`src/rtl/sparc_exu_yreg_file_if.sv`:
```
// Y-register file bundle: read select/data, W/G writes,
// MULScc shift, pending and collision status.
interface sparc_exu_yreg_file_if #(
  parameter int NTHR  = 4,
  parameter int WIDTH = 32
);
  logic [NTHR-1:0]  thr_e;
  logic [WIDTH-1:0] y_e;
  logic [NTHR-1:0]  y_lsb;
  logic             wr_w_vld;
  logic [NTHR-1:0]  wr_w_thr;
  logic [WIDTH-1:0] wr_w_data;
  logic             wr_g_vld;
  logic [NTHR-1:0]  wr_g_thr;
  logic [WIDTH-1:0] wr_g_data;
  logic             shift_g_vld;
  logic [NTHR-1:0]  shift_g_thr;
  logic             shift_g_bit;
  logic [NTHR-1:0]  y_pend;
  logic             collide_err;
  logic [NTHR-1:0]  collide_thr;

  modport master (
    output thr_e,
    output wr_w_vld, wr_w_thr, wr_w_data,
    output wr_g_vld, wr_g_thr, wr_g_data,
    output shift_g_vld, shift_g_thr,
    output shift_g_bit,
    input  y_e, y_lsb, y_pend,
    input  collide_err, collide_thr
  );

  modport slave (
    input  thr_e,
    input  wr_w_vld, wr_w_thr, wr_w_data,
    input  wr_g_vld, wr_g_thr, wr_g_data,
    input  shift_g_vld, shift_g_thr,
    input  shift_g_bit,
    output y_e, y_lsb, y_pend,
    output collide_err, collide_thr
  );
endinterface

```
`src/rtl/sparc_exu_yreg_file.sv`:
```
// Per-thread Y registers: W write (via W2), G write,
// MULScc shift, collision report. Ports: clk, rst_l
// (sync, active-low), se, yif (slave). Optional
// YREG_BYPASS_EN: y_e returns the next value.
module sparc_exu_yreg_file #(
  parameter int NTHR  = 4,
  parameter int WIDTH = 32
) (
  input logic clk,
  input logic rst_l,
  input logic se,
  sparc_exu_yreg_file_if.slave yif
);

  logic [WIDTH-1:0] yreg [NTHR];
  logic [WIDTH-1:0] nxt  [NTHR];
  logic [WIDTH-1:0] rd   [NTHR];

  logic             w2_vld;
  logic [NTHR-1:0]  w2_thr;
  logic [WIDTH-1:0] w2_data;

  logic [NTHR-1:0]  coll;
  logic             col_err_q;
  logic [NTHR-1:0]  col_thr_q;
  logic [WIDTH-1:0] y_rd;
  logic [NTHR-1:0]  lsb;

  // Scan enable only reaches the flops in the
  // physical flow; it has no functional role.
  logic unused_se;
  assign unused_se = se;

  always_comb begin
    coll = '0;
    for (int t = 0; t < NTHR; t++) begin
      logic w2h, gh, sh;
      w2h = w2_vld & w2_thr[t];
      gh  = yif.wr_g_vld & yif.wr_g_thr[t];
      sh  = yif.shift_g_vld & yif.shift_g_thr[t];
      nxt[t] = yreg[t];
      priority case (1'b1)
        w2h: nxt[t] = w2_data;
        gh:  nxt[t] = yif.wr_g_data;
        sh:  nxt[t] = {yif.shift_g_bit,
                       yreg[t][WIDTH-1:1]};
        default: nxt[t] = yreg[t];
      endcase
      coll[t] = (w2h & (gh | sh)) | (gh & sh);
    end
  end

  always_ff @(posedge clk) begin
    if (!rst_l) begin
      w2_vld    <= 1'b0;
      w2_thr    <= '0;
      w2_data   <= '0;
      col_err_q <= 1'b0;
      col_thr_q <= '0;
      for (int t = 0; t < NTHR; t++)
        yreg[t] <= '0;
    end else begin
      w2_vld    <= yif.wr_w_vld;
      w2_thr    <= yif.wr_w_thr;
      w2_data   <= yif.wr_w_data;
      col_err_q <= |coll;
      col_thr_q <= coll;
      for (int t = 0; t < NTHR; t++)
        yreg[t] <= nxt[t];
    end
  end

  // nxt equals yreg for threads not being written,
  // so bypass can read nxt unconditionally.
  always_comb begin
    y_rd = '0;
    lsb  = '0;
    for (int t = 0; t < NTHR; t++) begin
`ifdef YREG_BYPASS_EN
      rd[t] = nxt[t];
`else
      rd[t] = yreg[t];
`endif
      if (yif.thr_e[t])
        y_rd = y_rd | rd[t];
      lsb[t] = yreg[t][0];
    end
  end

  assign yif.y_e         = y_rd;
  assign yif.y_lsb       = lsb;
  assign yif.y_pend      = w2_vld ? w2_thr : '0;
  assign yif.collide_err = col_err_q;
  assign yif.collide_thr = col_thr_q;

endmodule

```
`src/flat_wrapper.sv`:
```
// flat-port wrapper written by rule: the top's interface ports become plain ports
module sparc_exu_yreg_file_flat 
#(
  parameter int NTHR  = 4,
  parameter int WIDTH = 32
)
  (clk, rst_l, se, yif_thr_e, yif_wr_w_vld, yif_wr_w_thr, yif_wr_w_data, yif_wr_g_vld, yif_wr_g_thr, yif_wr_g_data, yif_shift_g_vld, yif_shift_g_thr, yif_shift_g_bit, yif_y_e, yif_y_lsb, yif_y_pend, yif_collide_err, yif_collide_thr);
  sparc_exu_yreg_file_if #(.NTHR(NTHR), .WIDTH(WIDTH)) yif_i ();
  input logic clk;
  input logic rst_l;
  input logic se;
  input wire logic [$bits(yif_i.thr_e)-1:0] yif_thr_e;
  input wire logic [$bits(yif_i.wr_w_vld)-1:0] yif_wr_w_vld;
  input wire logic [$bits(yif_i.wr_w_thr)-1:0] yif_wr_w_thr;
  input wire logic [$bits(yif_i.wr_w_data)-1:0] yif_wr_w_data;
  input wire logic [$bits(yif_i.wr_g_vld)-1:0] yif_wr_g_vld;
  input wire logic [$bits(yif_i.wr_g_thr)-1:0] yif_wr_g_thr;
  input wire logic [$bits(yif_i.wr_g_data)-1:0] yif_wr_g_data;
  input wire logic [$bits(yif_i.shift_g_vld)-1:0] yif_shift_g_vld;
  input wire logic [$bits(yif_i.shift_g_thr)-1:0] yif_shift_g_thr;
  input wire logic [$bits(yif_i.shift_g_bit)-1:0] yif_shift_g_bit;
  output wire logic [$bits(yif_i.y_e)-1:0] yif_y_e;
  output wire logic [$bits(yif_i.y_lsb)-1:0] yif_y_lsb;
  output wire logic [$bits(yif_i.y_pend)-1:0] yif_y_pend;
  output wire logic [$bits(yif_i.collide_err)-1:0] yif_collide_err;
  output wire logic [$bits(yif_i.collide_thr)-1:0] yif_collide_thr;
  assign yif_i.thr_e = yif_thr_e;
  assign yif_i.wr_w_vld = yif_wr_w_vld;
  assign yif_i.wr_w_thr = yif_wr_w_thr;
  assign yif_i.wr_w_data = yif_wr_w_data;
  assign yif_i.wr_g_vld = yif_wr_g_vld;
  assign yif_i.wr_g_thr = yif_wr_g_thr;
  assign yif_i.wr_g_data = yif_wr_g_data;
  assign yif_i.shift_g_vld = yif_shift_g_vld;
  assign yif_i.shift_g_thr = yif_shift_g_thr;
  assign yif_i.shift_g_bit = yif_shift_g_bit;
  assign yif_y_e = yif_i.y_e;
  assign yif_y_lsb = yif_i.y_lsb;
  assign yif_y_pend = yif_i.y_pend;
  assign yif_collide_err = yif_i.collide_err;
  assign yif_collide_thr = yif_i.collide_thr;
  sparc_exu_yreg_file #(.NTHR(NTHR), .WIDTH(WIDTH)) u_core (.clk(clk), .rst_l(rst_l), .se(se), .yif(yif_i));
endmodule
```
`config.mk`:
```
export PLATFORM = sky130hd
export DESIGN_NAME = sparc_exu_yreg_file_flat
export DESIGN_NICKNAME = d
export VERILOG_FILES = /design/src/rtl/sparc_exu_yreg_file_if.sv /design/src/rtl/sparc_exu_yreg_file.sv /design/src/flat_wrapper.sv
export SDC_FILE = /design/constraint.sdc
export NUM_CORES = 1
export LEC_CHECK = 0
export ABC_AREA = 1
export BUFFER_PORTS_ARGS = -buffer_cell sky130_fd_sc_hd__buf_2
export CORE_ASPECT_RATIO = 2
export CORE_MARGIN = 1
export CORE_UTILIZATION = 45
export CTS_CLUSTER_SIZE = 24
export DETAILED_ROUTE_END_ITERATION = 6
export GPL_TIMING_DRIVEN = 0
export PLACE_DENSITY = 0.66
export SYNTH_ARGS = -nofsm -noshare
export SYNTH_HDL_FRONTEND = slang
export SYNTH_SLANG_ARGS = --single-unit
```
`constraint.sdc`:
```
create_clock -name clk -period 1.3 [get_ports clk]
set_input_delay 0.13 -clock clk [delete_from_list [all_inputs] [get_ports clk]]
set_output_delay 0.13 -clock clk [all_outputs]
set_load 0.005 [all_outputs]
```
Yosys cells after proc, flatten, opt, wreduce, memory -nomap -nowiden
Memories as Yosys holds them, arrays and structs flattened.
Cells that the tools add are included.
Widths: inputs -> output; s select.
{ "op_classes": {"n_mux": 23, "n_bitwise": 35, "reduce_logical": 1} }
{ "op_table": {"columns": ["operator", "count"], "rows": [
  ["$mux 32", 20],
  ["$or 32x32->32", 3],
  ["$and 1x1->1", 20],
  ["$or 1x1->1", 12],
  ["$mux 4", 1],
  ["$reduce_or 4->1", 1],
  ["$mux 1", 2]
]} }
{ "totals": {"ram_bits": 128, "wordCells": 65, "regBits": 42, "n_memories": 1, "out_inout_bits": 45, "in_bits": 87} }
{ "mem_list": {"columns": ["memory", "words", "width", "read_ports", "rd_ports_with_merged_regs", "write_ports", "line_no", "text"], "rows": [
  ["u_core.yreg", 4, 32, 4, 0, 4, "sparc_exu_yreg_file.sv:15", "logic [WIDTH-1:0] yreg [NTHR];"]
]} }

Longest topological paths before layout
{ "depth": {"depth_word": 7, "mapped_depth": 9, "ltp_nobuf": 6} }

Least setup slack after synthesis
No wires, ideal clock.
{ "synth_path": {"path_type": "register to register", "from": "register u_core.w2_vld", "to": "memory u_core.yreg[1][10]", "slack_ns": 0.108, "setup_time_ns": 0.117, "stages_incl_launch_ff": 7, "arrival_ns": 1.075, "n_path_buf": 1, "t_required_ns": 1.183, "path_cell_list": "dfxtp_1 > nand2_1 > nand3_2 > clkbuf_1 > o21ai_0 > nor2_1 > nor2_1"} }
{ "synth_lines": {"columns": ["item", "line_no", "text"], "rows": [
  ["start, declared", "sparc_exu_yreg_file.sv:19", "logic w2_vld;"],
  ["start signal, assigned", "sparc_exu_yreg_file.sv:63", "w2_vld <= yif.wr_w_vld;"],
  ["end, declared", "sparc_exu_yreg_file.sv:15", null]
]} }

==> impl_metrics.csv <==
group,metric,value,unit
synth,ys.warnings.count,0,
synth,syn_avg_cell_area,6.09,um2
finish,antenna_cells,0,
timing,worst_pin_slew,0.863,ns
setup_path,cp_max_fo,2,
synth,synth.area.mux_share,0,%
global_routing,grt_max_degree,17,
synth,synth_nets,1614,
synth,synthSimpleGateAreaFrac,24.6,%
clock_network,ctsHtreeMaxLevel,4,
synth,synthTopCellsByArea,"dfxtp_1, o21ai_0, nor2_1",
global_routing,first_global_vias,11228,
synth,synth_cell_types,18,
timing,hold_ws,0.0759,ns
timing,fmax,659,MHz
setup_path,cp_slowest_cell,"dfxtp_2",
drt,vias,12304,
finish,area_growth,49.2,%
clock_network,path_clk_slew,0.07,ns
setup_path,critPathTopFamily,"flip-flops",
pwr,power_density,1120,nW/um2
outcome,violations,"negative setup slack",
synth,synth_top_family_by_area,"compound AO/OA/AOI/OAI gates",
timing,drv_slew,0,
floorplan,start_util,45.7,%
clock_network,clk_latency,0.46,ns
timing,fin_tns_setup,-12.49,ns
timing,setup_violations,156,
setup_path,cp-start-kind,"register",
clock_network,cts_sinks,170,
setup_path,cp.arrival,1.39,ns
timing,rsz0062_at_grt,"true",
setup_path,max_stage_delay,0.37,ns
setup_path,regToRegSetupSlack,-0.15,ns
timing,finalCritPeriodShare,117,%
clock_network,cts_tree,"built",
pwr,irDropWorstVdd,948,uV
run,maxCapViolCount,0,
synth,ys_seq_area_share,36.6,%
timing,fin_crit,1.52,ns
drt,avgRoutedWirePerCell,21.6,um
floorplan,rows,74,
placed_design,portBuffers,128,
finish,final_nets,1886,
synth,synth-xor-area-share,0,%
setup_path,required,1.17,ns
clock_network,clock_path_buffers,2,
floorplan,core-area,20400,um2
drt,dr.pass1.iters,6,
finish,finalCoreUtilization,68.2,%
setup_path,worstPathCellList,"inv_2, o22ai_2, a21oi_2, o21ai_1, buf_2",
global_routing,grt_remaining_overflow,0,
worst_hold_path,whs_path_depth,3,
global_routing,grt_pass1_wl,61.6,mm
placed_design,dp_hpwl,27.6,mm
drt,detail-route-antenna-nets,0,
drt,wl,44.9,mm
global_routing,grt_use_total,38.3,%
setup_path,path_buf_inv,2,
timing,worst_slack,-0.217,ns
floorplan,die_x,104,um
floorplan,io_pins,132,
synth,synth_fa_ha_area_share,0,%
setup_path,end_kind,"primary output",
drt,post_drt_via_cell_ratio,5.92,
setup_path,reg2reg_from,"u_core.w2_vld",
worst_hold_path,worstHoldStart,"yif_shift_g_thr[0]",
drt,drtIter0Drc,1370,
synth,ys_seq_elements,170,
setup_path,r2r_end,"u_core.yreg[1][12]",
floorplan,die-height,205,um
placed_design,place_congestion,0.977,
timing,finalHoldViolCount,0,
finish,drive_gt1_share,35.8,%
floorplan,die-area,21300,um2
timing,clock_skew,0.00960,ns
global_routing,grt_antenna_before_repair,0,
pwr,leakage,6.38,nW
drt,drc,0,
synth,yosysTopAreaCellShare,36.6,%
synth,synth_compound_area_share,26.3,%
finish,finalInstanceArea,13900,um2
worst_hold_path,hp-class,"primary input to register",
worst_hold_path,min_to,"u_core.yif.collide_thr[0]",
setup_path,r2r_cells,6,
outcome,status,"finished with violations",
synth,syn_inst,1527,
placed_design,placed_cell_area,10300,um2
finish,layout_common_cells,"nor2_1, nand2_1, o21ai_1, buf_2, o21ai_0",
finish,final_common_cell,"nor2_1",
synth,synth_area,9310,um2
clock_network,cts_made_buffers,17,
clock_network,root_buffer,"clkbuf_16",
setup_path,crit_type,"register to primary output",
timing,slew_headroom,42.4,%
pwr,total_power,15.6,mW
synth,synth_area_leader_cell,"dfxtp_1",
-- kinds of logic (layout without fill, tap and decap cells) --
| group | after synthesis | in the layout |
|---|---|---|
| compound gates | 482 | 482 |
| buf+inv | 287 | 569 |
| flops | 170 | 170 |
| simple gates | 588 | 591 |
-- per-stage QoR --
step	instances	setup WS, ns
6_report	2078	-0.217
2_1_floorplan	1527	0.108
3_5_place_dp	1921	-0.605
5_1_grt	2078	-0.240
4_1_cts	2038	-0.152
3_3_place_gp	1921	-0.574
-- where the power goes --
part           leakage (nW)  internal, mW  total [mW]  switching (mW)
clock                 0.256          2.50        4.86            2.36
combinational          4.69          2.00        4.72            2.72
sequential             1.43          5.70        6.04           0.331
total                  6.38          10.2        15.6            5.41
-- layout make-up --
class                   count  area, um2
fillers                  1758       6480
multi-input cells        1073       5730
flip-flops and latches    170       3480
repair buffers            255       2180
plain buffers             109        936
inverters                 173        698
clock buffers              19        443
well taps                 266        333
clock inverters            13       93.8
-- cells in the mapped netlist (all sizes together) --
cell    instances
o21ai         384
nor2          355
nand2         194
dfxtp         170
inv           170
clkbuf         68
a21oi          67
buf            46
nand3          35
o22ai          31
nand4           4
clkinv          3
-- repair_timing --
| item | 4_1_cts | 5_1_grt |
|---|---|---|
| endpoints found under the setup margin | 166 | 165 |
| resized for setup | 398 | 372 |
| setup buffers | 45 | 33 |
| hold buffers | 38 | 0 |
| hold endpoints to repair | 38 | 0 |
| cloned | 4 | 19 |
| pin swaps | 73 | 131 |
-- worst max-delay path by stage --
stage / endpoint / cells past startpoint / slack (ns) / startpoint
after CTS: yif_y_pend[1] / 4 / -0.15 / u_core.w2_vld
after detailed placement: u_core.yreg[0][24] / 6 / -0.60 / u_core.w2_vld
after global routing: yif_y_pend[1] / 4 / -0.24 / u_core.w2_vld
after floorplan: u_core.yreg[1][10] / 6 / 0.11 / u_core.w2_vld
after global placement: u_core.yreg[0][23] / 6 / -0.57 / u_core.w2_vld
final: yif_y_e[18] / 5 / -0.22 / u_core.yreg[0][18]
-- layer usage --
layer / GRT usage [%] / vias up / share of wire [%]
li1: - / 5484 / -
met1: 37.4 / 5578 / 31
met2: 68.4 / 890 / 48
met3: 7.06 / 352 / 9.4
met4: 35.1 / 0 / 11
met5: 0 / - / 0
-- state kept, by name, summed over array words and instances, names as in the netlist --
signal,flops
u_core.yif.collide_err,1
u_core.w2_data,32
u_core.yreg,128
u_core.w2_vld,1
u_core.w2_thr,4
u_core.yif.collide_thr,4
-- worst min-delay path, cell delays in order --
cell and delay, ns:
buf_2 0.12, nand4_1 0.12, a21oi_1 0.10
No activity file was read; power rests on OpenSTA's default activity.
